===== src/rtl/rr_burst_arbiter_if.sv =====
// Handshake bundle between four requesters, the round-robin arbiter and
// the downstream consumer. The arbiter connects through the slave modport.
interface rr_burst_arbiter_if #(
    parameter int DW = 8
);
    logic [3:0]      req_valid;
    logic [4*DW-1:0] req_data;
    logic [3:0]      req_ready;
    logic            out_valid;
    logic [DW-1:0]   out_data;
    logic [1:0]      out_src;
    logic            out_ready;
    logic            busy;

    modport slave (
        input  req_valid, req_data, out_ready,
        output req_ready, out_valid, out_data, out_src, busy
    );

    modport master (
        output req_valid, req_data, out_ready,
        input  req_ready, out_valid, out_data, out_src, busy
    );
endinterface


===== src/rtl/rr_burst_arbiter.sv =====
// Four-way round-robin arbiter with burst locking. A winner keeps the
// grant for up to MAX_BURST consecutive beats, or until it drops valid.
// The output stage is a single register slice that can be stalled by
// out_ready.
module rr_burst_arbiter #(
    parameter int DW        = 8,
    parameter int MAX_BURST = 4
) (
    input  logic               clk,
    input  logic               rst,
    rr_burst_arbiter_if.slave  bus
);

    typedef enum logic [0:0] {
        IDLE = 1'b0,
        LOCK = 1'b1
    } state_t;

    localparam logic [3:0] MB_C = 4'(MAX_BURST);

    // Circular search of valid starting at start; returns {found, index}.
    function automatic logic [2:0] rr_search(input logic [3:0] valid,
                                             input logic [1:0] start);
        logic [2:0] res;
        logic [1:0] idx;
        res = 3'b000;
        // Walk from the farthest position back so the nearest hit wins.
        for (int k = 3; k >= 0; k--) begin
            idx = start + k[1:0];
            if (valid[idx]) begin
                res = {1'b1, idx};
            end else begin
                res = res;
            end
        end
        return res;
    endfunction

    state_t        state_r, state_s;
    logic [1:0]    ptr_r, ptr_s;
    logic [1:0]    owner_r, owner_s;
    logic [3:0]    cnt_r, cnt_s;
    logic          out_valid_r, out_valid_s;
    logic [DW-1:0] out_data_r, out_data_s;
    logic [1:0]    out_src_r, out_src_s;
    logic          busy_r, busy_s;

    logic          ld_s;
    logic [1:0]    start_s;
    logic [2:0]    search_s;
    logic          grant_any_s;
    logic [1:0]    grant_idx_s;
    logic          new_win_s;
    logic [3:0]    req_ready_s;

    // Next-state, grant selection and output-register load decisions.
    always_comb begin
        state_s     = state_r;
        ptr_s       = ptr_r;
        owner_s     = owner_r;
        cnt_s       = cnt_r;
        out_valid_s = out_valid_r;
        out_data_s  = out_data_r;
        out_src_s   = out_src_r;
        grant_any_s = 1'b0;
        grant_idx_s = 2'd0;
        new_win_s   = 1'b0;

        ld_s = ~out_valid_r | bus.out_ready;

        // A released lock searches from the slot after the old owner.
        if (state_r == LOCK) begin
            start_s = owner_r + 2'd1;
        end else begin
            start_s = ptr_r;
        end
        search_s = rr_search(bus.req_valid, start_s);

        if (ld_s) begin
            case (state_r)
                LOCK: begin
                    if (bus.req_valid[owner_r]) begin
                        grant_any_s = 1'b1;
                        grant_idx_s = owner_r;
                        if ((cnt_r + 4'd1) == MB_C) begin
                            state_s = IDLE;
                            ptr_s   = owner_r + 2'd1;
                            cnt_s   = 4'd0;
                        end else begin
                            cnt_s   = cnt_r + 4'd1;
                        end
                    end else begin
                        // Owner dropped out: hand over without a bubble beat.
                        ptr_s       = owner_r + 2'd1;
                        grant_any_s = search_s[2];
                        grant_idx_s = search_s[1:0];
                        new_win_s   = search_s[2];
                        state_s     = IDLE;
                        cnt_s       = 4'd0;
                    end
                end
                default: begin
                    grant_any_s = search_s[2];
                    grant_idx_s = search_s[1:0];
                    new_win_s   = search_s[2];
                end
            endcase

            if (new_win_s) begin
                if (MB_C == 4'd1) begin
                    state_s = IDLE;
                    ptr_s   = grant_idx_s + 2'd1;
                    cnt_s   = 4'd0;
                end else begin
                    state_s = LOCK;
                    owner_s = grant_idx_s;
                    cnt_s   = 4'd1;
                end
            end else begin
                owner_s = owner_s;
            end

            if (grant_any_s) begin
                out_valid_s = 1'b1;
                out_data_s  = bus.req_data[32'(grant_idx_s)*DW +: DW];
                out_src_s   = grant_idx_s;
            end else begin
                out_valid_s = 1'b0;
            end
        end else begin
            out_valid_s = out_valid_r;
        end

        busy_s = (state_s == LOCK);
    end

    // Accept strobe back to the winning requester, silenced during reset.
    always_comb begin
        req_ready_s = 4'b0000;
        if (rst && ld_s && grant_any_s) begin
            req_ready_s = 4'b0001 << grant_idx_s;
        end else begin
            req_ready_s = 4'b0000;
        end
    end

    // State and output register slice.
    always_ff @(posedge clk or negedge rst) begin
        if (!rst) begin
            state_r     <= IDLE;
            ptr_r       <= 2'd0;
            owner_r     <= 2'd0;
            cnt_r       <= 4'd0;
            out_valid_r <= 1'b0;
            out_data_r  <= '0;
            out_src_r   <= 2'd0;
            busy_r      <= 1'b0;
        end else begin
            state_r     <= state_s;
            ptr_r       <= ptr_s;
            owner_r     <= owner_s;
            cnt_r       <= cnt_s;
            out_valid_r <= out_valid_s;
            out_data_r  <= out_data_s;
            out_src_r   <= out_src_s;
            busy_r      <= busy_s;
        end
    end

    assign bus.req_ready = req_ready_s;
    assign bus.out_valid = out_valid_r;
    assign bus.out_data  = out_data_r;
    assign bus.out_src   = out_src_r;
    assign bus.busy      = busy_r;

endmodule


===== src/flat_wrapper.sv =====
// flat-port wrapper written by rule: the top's interface ports become plain ports
module rr_burst_arbiter_flat 
#(
    parameter int DW        = 8,
    parameter int MAX_BURST = 4
)
  (clk, rst, bus_req_valid, bus_req_data, bus_out_ready, bus_req_ready, bus_out_valid, bus_out_data, bus_out_src, bus_busy);
  rr_burst_arbiter_if #(.DW(DW)) bus_i ();
  input  logic clk;
  input  logic rst;
  input wire logic [$bits(bus_i.req_valid)-1:0] bus_req_valid;
  input wire logic [$bits(bus_i.req_data)-1:0] bus_req_data;
  input wire logic [$bits(bus_i.out_ready)-1:0] bus_out_ready;
  output wire logic [$bits(bus_i.req_ready)-1:0] bus_req_ready;
  output wire logic [$bits(bus_i.out_valid)-1:0] bus_out_valid;
  output wire logic [$bits(bus_i.out_data)-1:0] bus_out_data;
  output wire logic [$bits(bus_i.out_src)-1:0] bus_out_src;
  output wire logic [$bits(bus_i.busy)-1:0] bus_busy;
  assign bus_i.req_valid = bus_req_valid;
  assign bus_i.req_data = bus_req_data;
  assign bus_i.out_ready = bus_out_ready;
  assign bus_req_ready = bus_i.req_ready;
  assign bus_out_valid = bus_i.out_valid;
  assign bus_out_data = bus_i.out_data;
  assign bus_out_src = bus_i.out_src;
  assign bus_busy = bus_i.busy;
  rr_burst_arbiter #(.DW(DW), .MAX_BURST(MAX_BURST)) u_core (.clk(clk), .rst(rst), .bus(bus_i));
endmodule

===== config.mk =====
export PLATFORM = sky130hd
export DESIGN_NAME = rr_burst_arbiter_flat
export DESIGN_NICKNAME = d
export VERILOG_FILES = /design/src/rtl/rr_burst_arbiter_if.sv /design/src/rtl/rr_burst_arbiter.sv /design/src/flat_wrapper.sv
export SDC_FILE = /design/constraint.sdc
export NUM_CORES = 1
export LEC_CHECK = 0
export CELL_PAD_IN_SITES_DETAIL_PLACEMENT = 1
export CELL_PAD_IN_SITES_GLOBAL_PLACEMENT = 1
export CORE_AREA = 2 2 74 76
export CTS_BUF_LIST = sky130_fd_sc_hd__clkbuf_8
export DETAILED_ROUTE_END_ITERATION = 8
export DIE_AREA = 0 0 76 78
export GPL_TIMING_DRIVEN = 0
export PLACE_DENSITY = 0.88
export SETUP_SLACK_MARGIN = 0.15
export SLEW_MARGIN = 40
export SYNTH_ARGS = -nofsm -noshare
export SYNTH_HDL_FRONTEND = slang
export SYNTH_SLANG_ARGS = --single-unit

===== constraint.sdc =====
create_clock -name clk -period 2.1 [get_ports clk]
set_clock_uncertainty 0.1 [all_clocks]
set_input_delay 0.21 -clock clk [delete_from_list [all_inputs] [get_ports clk]]
set_output_delay 0.21 -clock clk [all_outputs]
set_load 0.01 [all_outputs]

==> run_results.csv, run 1 <==
group,metric,value,unit
yosys,syn_avg_cell_area,9.03,um2
yosys,seq_area_frac_synth,33.6,%
global_route,grt_use_met1,22.4,%
final_layout,multi_input_area,0.00103,mm2
yosys,ys_top_cells_by_area,"dfrtp_1 34%, mux2i_1 10%, nand2_1 5.5%",
place,numPortBuffers,52,
yosys,ys_seq_elements,20,
flow_run,maxCapViolCount,0,
yosys,synthCells,165,
yosys,syn-num-nets,206,
critical_path,worstSetupPathType,"reg2out",
drt,drt-total-wl,5910,um
yosys,ys_warn_count,0,
critical_path,end_kind,"output port",
critical_path,endpoint,"bus_req_ready[1]",
clock_network,path_clk_slew,0.08,ns
yosys,synth.distinct_cells,50,
min_path,hold_path.startpoint,"u_core.bus.out_data[1]$_DFFE_PN0P_",
critical_path,cp.required,1.79,ns
run_status,run_status,"complete, but fails checks",
yosys,synth.most_common_cell,"nand2_1",
global_route,grt_pass1_wl,9490,um
sta,fin_crit_sh,123,%
final_layout,syn2layout_area_growth,67.2,%
sta,fin_hold_ws,0.397,ns
run_status,violations,"negative setup slack",
place,dp_hpwl,3640,um
sta,finalSetupViolCount,13,
final_layout,num_antenna_cells,0,
drt,avgRoutedWirePerCell,18.7,um
final_layout,layout-drive-gt1-share,29.4,%
floorplanning,die_w,76,um
sta,rsz0062_at_grt,"true",
power_and_ir_drop,power_density,1420,mW/mm2
min_path,hold_class,"reg2reg",
floorplanning,fp-row-count,26,
power_and_ir_drop,leakage,1.05,nW
power_and_ir_drop,fin_total_pwr,3.53,mW
critical_path,rr_worst_depth,9,
global_route,gr-total-overflow,0,
critical_path,reg2reg_to,"u_core.bus.out_data[0]$_DFFE_PN0P_",
critical_path,crit_path_start_kind,"flip-flop",
final_layout,fillerInstances,580,
sta,slew-limit-headroom,63.9,%
critical_path,cp_slowest_cell,"mux2_2",
global_route,antenna_found_initial,0,
sta,setup_slack,-0.474,ns
clock_network,htree_levels,1,
yosys,yosys.area.top_type,"dfrtp_1",
global_route,grt_start_max_net_pins,21,
critical_path,r2r-start,"u_core.owner_r[1]$_DFFE_PN0P_",
floorplanning,ios,55,
min_path,hold_depth,2,
yosys,synth_ff_type,"dfrtp_1",
drt,vias,1658,
critical_path,worstPathCellList,"buf_6 -> mux2_2 -> and2_1 -> buf_2 -> or2_4 -> buf_12 -> buf_12 -> nor3_4 -> buf_6",
critical_path,worstSetupPathDepth,9,
sta,tns,-4.65,ns
critical_path,startpoint,"u_core.owner_r[1]$_DFFE_PN0P_",
global_route,met3_usage,3.95,%
final_layout,seqCellArea,505,um2
sta,tightest_slew,0.536,ns
final_layout,nets,287,
yosys,synth_top_area_share,33.6,%
critical_path,path_buf_inv,5,
sta,fmax,389,MHz
place,dp.cells,287,
drt,ant_nets,0,
critical_path,crit_family,"buffers and inverters",
critical_path,arrival,2.26,ns
drt,drt_iter0_markers,79,
critical_path,crit_fanout,10,
yosys,synth_common_cells,"22 x nand2_1, 20 x dfrtp_1, 15 x mux2i_1, 15 x nor2_1, 7 x o21ai_0",
clock_network,clockBufferDepth,2,
clock_network,cts_root_buf,"clkbuf_8",
global_route,globalRoute.busiestLayer,"met2",
clock_network,cts_tree,"done",
sta,fin_crit,2.57,ns
drt,viasPerCell,5.26,
final_layout,stdcell_area,0.00249,mm2
critical_path,reg2reg_slack,-0.44,ns
drt,drc,0,
power_and_ir_drop,vdd_ir_drop_max,0.725,mV
floorplanning,die-area,0.00593,mm2
floorplanning,start_util,29.6,%
final_layout,stdcell_count,315,
clock_network,cts_sinks,20,
yosys,synth_edf_count,0,
clock_network,cts_made_buffers,3,
place,placed_cell_area,0.00216,mm2
drt,dr.pass1.iters,4,
global_route,met2_usage,37.1,%
global_route,gr-usage-all-layers,20.1,%
yosys,synth_area,0.00149,mm2
floorplanning,die_y,78,um
yosys,ys_async_sr_fraction,100,%
global_route,grt_pass1_vias,1806,
clock_network,insertion_delay,0.26,ns
critical_path,max_stage_delay,0.38,ns
sta,hold_viol,0,
sta,finalMaxSlewViolations,0,
floorplanning,core,0.00504,mm2
place,gp_congestion,0.815,
[tightest hold or removal path, delay by kind of cell (launching register included)]
family / cells / cell delay, ns
flip-flops: 1 / 0.35
AND/OR/NAND/NOR: 1 / 0.05
AO/OA/AOI/OAI: 1 / 0.06
[flip-flops by register name, indices dropped and copies added (netlist names)]
name and count:
u_core.owner_r 2, u_core.state_r 1, u_core.cnt_r 4, u_core.bus.out_valid 1, u_core.bus.out_data 8, u_core.bus.out_src 2
u_core.ptr_r 2
[cell families after synthesis]
| kind of cell | synth area share, % |
|---|---|
| compound gates | 22.0 |
| flops | 33.6 |
| buf+inv | 6.46 |
| fa+ha+maj | 1.68 |
| mux | 11.6 |
| simple gates | 23.6 |
| xor+xnor | 1.09 |
[area by class of cell]
cell class | instances | area share (%)
Buffer | 9 | 3.92
Clock buffer | 3 | 1.66
Clock inverter | 1 | 1.21
Inverter | 5 | 0.753
Multi-Input combinational cell | 131 | 41.2
Sequential cell | 20 | 20.3
Tap cell | 70 | 3.52
Timing Repair Buffer | 76 | 27.4
[layout by cell type, fill, tap and decap left out, types with 3 or more instances in the layout]
cell type and count:
buf_4 21, a21oi_1 5, nor2_1 11, clkdlybuf4s50_1 45, dfrtp_1 16, o21ai_0 5
nand2b_1 3, mux2i_1 15, nor2_2 3, o221ai_1 4, clkbuf_8 3, nor2b_1 4
inv_1 5, dfrtp_2 4, o21ai_1 3, nor3b_1 3, a211oi_2 3, buf_6 6
buf_2 6, a211oi_1 3, nand2_1 22
[how the worst min path moves through the flow]
stage                                                    end
after floorplan           u_core.bus.out_data[0]$_DFFE_PN0P_
after global placement     u_core.bus.out_src[1]$_DFFE_PN0P_
after detailed placement  u_core.bus.out_data[4]$_DFFE_PN0P_
after CTS                 u_core.bus.out_data[1]$_DFFE_PN0P_
after global routing       u_core.bus.out_src[1]$_DFFE_PN0P_
final                     u_core.bus.out_data[1]$_DFFE_PN0P_
[timing repair]
action | in CTS | in global routing
buffers inserted | 16 | 6
hold endpoints to repair | 20 | 20
hold buffers | 1 | 1
setup endpoints to repair | 17 | 21
pin swaps | 11 | 5
resized for setup | 34 | 11
[metrics by stage]
step	utilization, %	worst slack [ns]
2_1_floorplan	-	-0.0755
3_3_place_gp	43.0	-1.01
3_5_place_dp	42.9	-1.03
4_1_cts	47.9	-0.504
5_1_grt	49.4	-0.556
6_report	49.4	-0.474
[where the power goes]
part | switching, mW | total (mW) | internal (mW) | leakage [nW]
logic | 1.17 | 2.43 | 1.26 | 0.785
registers | 0.153 | 0.705 | 0.552 | 0.232
clock network | 0.142 | 0.397 | 0.255 | 0.0357
total | 1.46 | 3.53 | 2.07 | 1.05
[layer usage]
| layer | vias up | share of wire, % | wire length (um) |
|---|---|---|---|
| met3 | 19 | 5.7 | 339 |
| met5 | - | 0 | 0 |
| met1 | 792 | 39 | 2320 |
| met4 | 0 | 4.3 | 253 |
| met2 | 75 | 51 | 2990 |
| li1 | 772 | - | - |
Note: power is estimated with default switching activity, not from simulation.
==> inputs of run 2 (changes only) <==
--- a/config.mk
+++ b/config.mk
@@ -5,14 +5,12 @@
 export SDC_FILE = /design/constraint.sdc
 export NUM_CORES = 1
 export LEC_CHECK = 0
-export CELL_PAD_IN_SITES_DETAIL_PLACEMENT = 1
-export CELL_PAD_IN_SITES_GLOBAL_PLACEMENT = 1
-export CORE_AREA = 2 2 74 76
+export CORE_AREA = 2 2 65 67
 export CTS_BUF_LIST = sky130_fd_sc_hd__clkbuf_8
 export DETAILED_ROUTE_END_ITERATION = 8
-export DIE_AREA = 0 0 76 78
+export DIE_AREA = 0 0 67 69
 export GPL_TIMING_DRIVEN = 0
-export PLACE_DENSITY = 0.88
+export PLACE_DENSITY = 0.85
 export SETUP_SLACK_MARGIN = 0.15
 export SLEW_MARGIN = 40
 export SYNTH_ARGS = -nofsm -noshare
==> run_results.csv, run 2 (same netlist as run 1, synthesis figures left out) <==
group,metric,value,unit
floorplanning,die-area,0.00462,mm2
critical_path,crit_path_start_kind,"flip-flop",
final_layout,multi_input_area,0.00107,mm2
clock_network,cts_made_buffers,3,
global_route,grt_pass1_wl,7740,um
final_layout,seqCellArea,507,um2
clock_network,clockBufferDepth,2,
drt,vias,1666,
power_and_ir_drop,fin_total_pwr,3.68,mW
power_and_ir_drop,switching_share,40.1,%
place,gp_congestion,0.809,
global_route,grt_start_max_net_pins,21,
place,dp.cells,267,
global_route,antenna_found_initial,0,
flow_run,maxCapViolCount,0,
final_layout,nets,288,
place,pre_cts_slack,-1.02,ns
drt,ant_nets,0,
sta,tightest_slew,0.593,ns
sta,rsz0062_at_grt,"true",
critical_path,crit_fanout,6,
floorplanning,core,0.00391,mm2
floorplanning,start_util,38.1,%
sta,fin_crit,2.58,ns
power_and_ir_drop,p_clk_share,7.0,%
final_layout,num_antenna_cells,0,
final_layout,layout-drive-gt1-share,32.9,%
floorplanning,ios,55,
final_layout,final_cell_mix,"45 x clkdlybuf4s50_1, 22 x nand2_1, 18 x buf_4",
critical_path,end_kind,"output port",
sta,fmax,388,MHz
power_and_ir_drop,leakage,1.09,nW
drt,drc,0,
power_and_ir_drop,power_density,1440,mW/mm2
critical_path,cp.required,1.79,ns
sta,tns,-4.90,ns
final_layout,stdcell_area,0.00256,mm2
sta,fin_crit_sh,123,%
clock_network,path_clk_slew,0.07,ns
final_layout,largest_reg_flops,8,
drt,dr.pass1.iters,4,
clock_network,cts_tree,"done",
clock_network,insertion_delay,0.26,ns
critical_path,arrival,2.27,ns
run_status,violations,"negative hold slack, negative setup slack",
power_and_ir_drop,power_frac_seq,19.1,%
floorplanning,fp-row-count,23,
run_status,run_status,"complete, but fails checks",
clock_network,htree_levels,1,
sta,setup_slack,-0.476,ns
power_and_ir_drop,vdd_ir_drop_max,0.912,mV
sta,finalSetupViolCount,13,
drt,drt_iter0_markers,106,
power_and_ir_drop,p_int,2.20,mW
floorplanning,die_w,67,um
final_layout,syn2layout_area_growth,71.8,%
clock_network,cts_sinks,20,
floorplanning,die_y,69,um
final_layout,fillerInstances,316,
place,placed_cell_area,0.00214,mm2
drt,drt-total-wl,4930,um
min_path,hold_class,"in2async",
place,dp_hpwl,3030,um
power_and_ir_drop,p_switching,1.48,mW
final_layout,stdcell_count,296,
sta,finalMaxSlewViolations,0,
global_route,gr-usage-all-layers,21.5,%
drt,avgRoutedWirePerCell,16.7,um
place,numPortBuffers,52,
global_route,grt_pass1_vias,1685,
sta,fin_hold_ws,-0.0226,ns
final_layout,final_core_util,65.4,%
sta,hold_viol,20,
clock_network,cts_root_buf,"clkbuf_8",
final_layout,layout_commonest_cell,"clkdlybuf4s50_1",
global_route,gr-total-overflow,0,
drt,viasPerCell,5.63,
power_and_ir_drop,comb_power_share,73.9,%
sta,slew-limit-headroom,60.1,%
critical_path,worstSetupPathType,"reg2out",
==> run 2: cell count changes in the layout (fill, tap and decap cells not counted), moves of 2 or more <==
cell,previous run,this run
buf_12,2,4
buf_4,21,18
buf_6,6,8
mux2i_1,15,13
mux2i_2,0,2
==> run 2: worst paths after layout <==
| check | slack, ns | depth (start not counted) | from | endpoint |
|---|---|---|---|---|
| worst max-delay path | -0.48 | 9 | u_core.owner_r[0]$_DFFE_PN0P_ | bus_req_ready[1] |
| worst min-delay path | -0.02 | 2 | rst | u_core.cnt_r[2]$_DFFE_PN0P_ |
| worst max register to register | -0.42 | 10 | u_core.owner_r[0]$_DFFE_PN0P_ | u_core.bus.out_data[6]$_DFFE_PN0P_ |
| worst min register to register | 0.39 | 2 | u_core.bus.out_src[1]$_DFFE_PN0P_ | u_core.bus.out_src[1]$_DFFE_PN0P_ |
| max in group asynchronous | 1.57 | 2 | rst | u_core.state_r$_DFFE_PN0N_ |
| min in group clk | 0.39 | 2 | u_core.bus.out_src[1]$_DFFE_PN0P_ | u_core.bus.out_src[1]$_DFFE_PN0P_ |
==> run 2: power by group through the flow <==
stage	clock (mW)	combinational [mW]	sequential (mW)
floorplan	0	1.25	0.719
global placement	0	1.80	0.691
detailed placement	0	1.84	0.699
CTS	0.263	2.41	0.695
global route	0.278	2.87	0.724
finish	0.258	2.72	0.703
==> run 2: area by class of cell <==
cell class | instances | area share [%]
multi-input cells | 131 | 42.0
inverters | 5 | 0.733
clock inverters | 1 | 0.147
clock buffers | 3 | 1.61
plain buffers | 9 | 3.81
flip-flops and latches | 20 | 19.8
well taps | 50 | 2.44
repair buffers | 77 | 29.5
==> run 2: per-layer routing <==
metal,GRT usage (%),part of all wire [%]
met3,5.06,7.6
met5,0,0
met2,35.5,50
met1,26.4,39
met4,8.84,3.4
==> run 2: timing repair <==
item                                    4_1_cts  5_1_grt
pin swaps                                    12        8
endpoints found under the setup margin       18       19
buffers inserted                             16        7
endpoints found under the hold margin        20        0
hold buffers                                  1        0
cloned                                        1        0
resized for setup                            37       29
==> run 2: worst max-delay path: stages, from the launching register on <==
cell      delay (ns)
dfrtp_2         0.43
buf_6           0.14
and2_4          0.14
a311oi_4        0.32
a41oi_4         0.20
or2_4           0.28
buf_12          0.13
buf_12          0.12
nor3_4          0.09
buf_2           0.16
==> inputs of run 3 (changes only) <==
--- a/config.mk
+++ b/config.mk
@@ -12,7 +12,7 @@
 export GPL_TIMING_DRIVEN = 0
 export PLACE_DENSITY = 0.85
 export SETUP_SLACK_MARGIN = 0.15
-export SLEW_MARGIN = 40
+export SLEW_MARGIN = 30
 export SYNTH_ARGS = -nofsm -noshare
 export SYNTH_HDL_FRONTEND = slang
 export SYNTH_SLANG_ARGS = --single-unit
==> results of run 3 <==
No change in the layout: final DEF, timing and power equal those of run 2.
